`src/rtl/tl_timer_if.sv`:
```
// Phase-timer bus: period load, slow enable tick, restart strobe and expiry flag.
interface tl_timer_if #(
    parameter int WIDTH = 4
);
    logic [WIDTH-1:0] tp_val;
    logic             enable;
    logic             start_t;
    logic             expired;

    modport master (
        output tp_val,
        output enable,
        output start_t,
        input  expired
    );

    modport slave (
        input  tp_val,
        input  enable,
        input  start_t,
        output expired
    );
endinterface

```
`src/rtl/tl_timer.sv`:
```
// Phase-duration timer: counts rising edges of a slow enable after start_t
// and raises expired once the loaded period (min 1 tick) has elapsed.
//
// state | meaning
// IDLE  | out of reset, no period loaded; ticks ignored, expired=0
// RUN   | counting ticks down from the loaded period
// DONE  | period elapsed; expired held high until start_t or reset
module tl_timer #(
    parameter int WIDTH = 4
) (
    input  logic        clk,
    input  logic        reset_sync,
    tl_timer_if.slave   bus
);
    typedef enum logic [1:0] {
        IDLE = 2'd0,
        RUN  = 2'd1,
        DONE = 2'd2
    } state_t;

    state_t           state;
    state_t           state_nxt;
    logic [WIDTH-1:0] count;
    logic [WIDTH-1:0] count_nxt;
    logic             en_d;
    logic             tick;

    assign tick = bus.enable & ~en_d;

    always_ff @(posedge clk) begin
        if (reset_sync) begin
            state <= IDLE;
            count <= '0;
            en_d  <= 1'b0;
        end else begin
            state <= state_nxt;
            count <= count_nxt;
            en_d  <= bus.enable;
        end
    end

    always_comb begin
        state_nxt = state;
        count_nxt = count;
        // start_t wins over a coincident tick, which is simply dropped
        if (bus.start_t) begin
            count_nxt = bus.tp_val;
            state_nxt = RUN;
        end else begin
            case (state)
                RUN: begin
                    if (tick) begin
                        if (count > WIDTH'(1)) begin
                            count_nxt = count - WIDTH'(1);
                        end else begin
                            // a period of 0 lands here on the first tick too
                            count_nxt = '0;
                            state_nxt = DONE;
                        end
                    end
                end
                default: begin
                    state_nxt = state;
                end
            endcase
        end
    end

    assign bus.expired = (state == DONE);
endmodule

```
`src/flat_wrapper.sv`:
```
// flat-port wrapper written by rule: the top's interface ports become plain ports
module tl_timer_flat 
#(
    parameter int WIDTH = 4
)
  (clk, reset_sync, bus_tp_val, bus_enable, bus_start_t, bus_expired);
  tl_timer_if #(.WIDTH(WIDTH)) bus_i ();
  input  logic clk;
  input  logic reset_sync;
  input wire logic [$bits(bus_i.tp_val)-1:0] bus_tp_val;
  input wire logic [$bits(bus_i.enable)-1:0] bus_enable;
  input wire logic [$bits(bus_i.start_t)-1:0] bus_start_t;
  output wire logic [$bits(bus_i.expired)-1:0] bus_expired;
  assign bus_i.tp_val = bus_tp_val;
  assign bus_i.enable = bus_enable;
  assign bus_i.start_t = bus_start_t;
  assign bus_expired = bus_i.expired;
  tl_timer #(.WIDTH(WIDTH)) u_core (.clk(clk), .reset_sync(reset_sync), .bus(bus_i));
endmodule
```
`config.mk`:
```
export PLATFORM = sky130hd
export DESIGN_NAME = tl_timer_flat
export DESIGN_NICKNAME = d
export VERILOG_FILES = /design/src/rtl/tl_timer_if.sv /design/src/rtl/tl_timer.sv /design/src/flat_wrapper.sv
export SDC_FILE = /design/constraint.sdc
export NUM_CORES = 1
export LEC_CHECK = 0
export BUFFER_PORTS_ARGS = -buffer_cell sky130_fd_sc_hd__buf_2
export CORE_AREA = 3 3 40 42
export CTS_CLUSTER_DIAMETER = 50
export DETAILED_ROUTE_END_ITERATION = 10
export DIE_AREA = 0 0 43 45
export GPL_ROUTABILITY_DRIVEN = 1
export PLACE_DENSITY_LB_ADDON = 0.2
export SLEW_MARGIN = 25
export SYNTH_ARGS = -nofsm -noshare
export SYNTH_HDL_FRONTEND = slang
export SYNTH_SLANG_ARGS = --single-unit
```
`constraint.sdc`:
```
create_clock -name clk -period 3.2 [get_ports clk]
set_clock_uncertainty 0.2 [all_clocks]
set_input_delay 0.32 -clock clk [delete_from_list [all_inputs] [get_ports clk]]
set_output_delay 0.32 -clock clk [all_outputs]
set_load 0.02 [all_outputs]
```
# Word level (Yosys, flattened, before mapping)
# Index checks and enable logic that the tools add are counted.
# word_totals
ff_bits,7
elab_cells,26
# classes
n_addsub,1
order_cmp,1
n_eq_ne,3
n_mux,8
bitwise_logic,3
n_reduce_logical,6
# op_table
op,count
$mux W4,4
$reduce_and A3 Y1,2
$gt A4 B1 Y1 const B,1
$mux W1,4
$reduce_bool A2 Y1,2
$sub A4 B1 Y4 const B,1
$eq A2 B1 Y1 const B,1
$eq A2 B2 Y1 const B,1
$ne A2 B2 Y1 const B,1
$not A1 Y1,2
$reduce_and A2 Y1,1
$reduce_or A2 Y1,1
$and A1 B1 Y1,1

# Depth between registers and ports, before layout
# depth
ltp_word,5
depth_mapped,5
depth_no_buf,5

# Worst setup path after synthesis
# No wires, ideal clock.
# synth_path
path_type,register to register
start,register u_core.count[0]
end,register u_core.count[0]
arrival_ns,1.144
slack_ns,1.761
path_stages_with_launch,6
path_buffers,0
period_less_slack_ns,1.439
path_cell_list,dfxtp_1 -> inv_1 -> ha_1 -> nor2_1 -> o311ai_0 -> a221oi_1
# synth_between
elab_chain_len,5
elab_cells_between_ends,6
# synth_rtl
item,line_no,rtl
"start, declared",tl_timer.sv:23,logic [WIDTH-1:0] count;
"start signal, assigned",tl_timer.sv:37,count <= count_nxt;
$sub A4 B1 Y4 / $gt A4 B1 Y1 (equally long branches),"tl_timer.sv:54, tl_timer.sv:53",
$mux W4 *,tl_timer.sv:53,if (count > WIDTH'(1)) begin
$mux W4 *,tl_timer.sv:52,if (tick) begin
$mux W4 *,tl_timer.sv:50,case (state)
$mux W4 *,tl_timer.sv:46,if (bus.start_t) begin
# Mark *: on every way between the ends. The rest lies on a longest branch, timed or not. The select of a mux whose other input is x is not followed.
# A chain may end at the register's enable or synchronous reset.

# Worst setup path after layout
# layout_path
start,register u_core.state[0]
end,register u_core.count[2]
# layout_between
elab_chain_len,3
# layout_rtl
item,line_no,rtl
"start, declared",tl_timer.sv:21,state_t state;
"start signal, assigned",tl_timer.sv:36,state <= state_nxt;
$eq A2 B1 Y1,tl_timer.sv:50,
$reduce_bool A2 Y1 (no source line),n/a,
$reduce_and A2 Y1 (no source line),n/a,
# No other way between the ends.

==> metrics <==
status completed; WP data arrival 1.61 ns; FMAX 615 MHz; CTS Buf Count 3; # Post-CTS Setup Buffers 0; leak pwr 0.195 nW; 1st-iter DRT viols 6; Syn Area/Cell 8.76 µm²; Post-synth EDFFs 0; Design Area, Final 465 µm²; dpl cell area 439 µm²; worst slew slack as a fraction of its limit 78.2%; largest net degree at the start of global routing 9; Hold/Removal Path Class primary input to flop; # rows 13; share of cells above drive strength 1 23.6%; leading area contributor after synthesis dfxtp_1; non-filler cells, final 70; Ports 9; CP max-delay cell or4_1; Synth Register Bits 7; RSZ-0062 raised after global routing false; synthesized area 385 µm²; Setup CP Type flop to flop; fin crit share 50.8%; Cell variety after synth 22; Max-cap violations 0; DR WL/cell 12.3 µm; PnR worst setup slack 1.57 ns; PortBufs 8; crit end category flop; Inst Count DP 66; vias in the first global route 333; vias per cell 5.23; top cells by area, synth dfxtp_1 (36%), inv_1 (7.8%), ha_1 (6.5%); # DRC 0; die height 45 µm; initial core utilization 30.0%; register area share after synthesis 36.4%; Root Buffer clkbuf_4; cell count after synthesis 44; Place WS 1.57 ns; CTS clock-pin slew for the worst setup and hold paths 0.05 ns; Synth Net Count 54; area grow syn2layout 20.8%; first-pass iteration count of the detailed router 4; Tot Pwr 210 µW; first-pass GRT wire length 1390 µm; min Tclk post-route 1.63 ns; Core Region 1280 µm²; CTS hold repair buffers 0; peak supply drop 0.000246 V; GRT Total Usage 10.1%; wirelength, routed 858 µm; antenna violations before repair 0; CTS Buffer Depth 2; setup violators final 0; Yosys top cell area share 36.4%; Die X 43 µm; detailed placer's ending HPWL 637 µm; worst-path maximum fanout 8; Fill cells 147; Remaining Overflow, GRT 0; Die ar. 1940 µm²; CP startpoint kind flop; Ys Warns 0; commonest cells in the synthesized netlist inv_1 (8), dfxtp_1 (7), a21oi_1 (3), o211ai_1 (3); CP cell instances nand4bb_1, or4_1, a31oi_1; count leader, synth inv_1; post-CTS resize count 0; # H-tree levels 1; Async SR Flop Fraction 0%; Critical Path Max Stage Delay 0.49 ns; ANT cells 0; setup TNS 0 ns; routed via count 366; TritonCTS clock tree yes; Worst-Margin Slew 0.326 ns; nets 66; GP Congestion 0.768; Synth Flop Type dfxtp_1; clk_lat worst skew 0.25 ns; final hold viol count 0; CTS Sinks 7; pwr/cell area 451 nW/µm²; fin. max-slew vios 0; Antenna Nets Post-Route 0; Critical Path RT 3.18 ns
==> sequential cells by signal, indices dropped and copies added (netlist names) <==
name	cells
u_core.count	4
u_core.state	2
u_core.en_d	1
==> where the power goes <==
part	internal (mW)	switching (mW)
Sequential	0.0929	0.00625
Combinational	0.0137	0.0162
Clock	0.0476	0.0333
==> cell families after synthesis <==
kind of cell             share of synthesized area [%]
AO/OA/AOI/OAI                                     27.9
adder cells (fa/ha/maj)                           6.49
buffers and inverters                             9.09
flip-flops                                        36.4
AND/OR/NAND/NOR                                   20.1
==> routing by layer <==
metal / GRT usage [%] / vias to the layer above / wire length [µm]
met2: 13.8 / 8 / 357
li1: - / 189 / -
met4: 3.61 / 0 / 8
met1: 12.8 / 167 / 441
met3: 6.37 / 2 / 51
met5: 0 / - / 0
==> cell usage in the layout, fill, tap and decap left out <==
| cell type | instances |
|---|---|
| o21bai_1 | 1 |
| nor4_1 | 1 |
| o311ai_0 | 2 |
| a31oi_1 | 1 |
| nor2b_1 | 2 |
| or3_1 | 1 |
| nand3b_1 | 1 |
| o211ai_1 | 3 |
| a21oi_1 | 3 |
| or2_2 | 1 |
| o41ai_1 | 1 |
| o21ai_0 | 1 |
| buf_2 | 8 |
| and4bb_2 | 1 |
| clkbuf_1 | 1 |
| ha_1 | 2 |
| nor2_1 | 2 |
| dfxtp_1 | 7 |
| o21a_1 | 1 |
| a221oi_1 | 2 |
| inv_1 | 8 |
| nand4bb_1 | 1 |
| or4_1 | 1 |
| clkbuf_4 | 3 |
==> through the flow <==
step | hold WS, ns | util [%]
2_1_floorplan | 0.189 | -
3_3_place_gp | 0.293 | 34.2
3_5_place_dp | 0.291 | 34.2
4_1_cts | 0.105 | 36.2
5_1_grt | 0.122 | 36.2
6_report | 0.106 | 36.2
==> path summary, 6_finish.rpt <==
| check | slack, ns | startpoint | cells past startpoint | endpoint |
|---|---|---|---|---|
| setup reg to reg | 1.57 | u_core.state[0]$_SDFFE_PP0P_ | 3 | u_core.count[2]$_SDFFE_PP0P_ |
| hold reg to reg | 0.32 | u_core.state[1]$_SDFFE_PP0P_ | 1 | u_core.state[1]$_SDFFE_PP0P_ |
| setup / recovery | 1.57 | u_core.state[0]$_SDFFE_PP0P_ | 3 | u_core.count[2]$_SDFFE_PP0P_ |
| hold / removal | 0.11 | bus_enable | 2 | u_core.en_d$_SDFF_PP0_ |
==> worst max-delay path: cells and delay by family, from the launching register on <==
kind               cells  cell delay (ns)
AOI/OAI and AO/OA      1             0.16
DFF                    1             0.39
and+or+nand+nor        2             0.80
==> final cells by class <==
type	instances	area (µm²)	share of cell area, %
clock buffers	4	26.3	5.65
inverters	8	30.0	6.45
flip-flops and latches	7	140	30.1
multi-input cells	28	210	45.2
well taps	15	18.8	4.03
repair buffers	8	40.0	8.60
No activity file was read; power rests on OpenSTA's default activity.
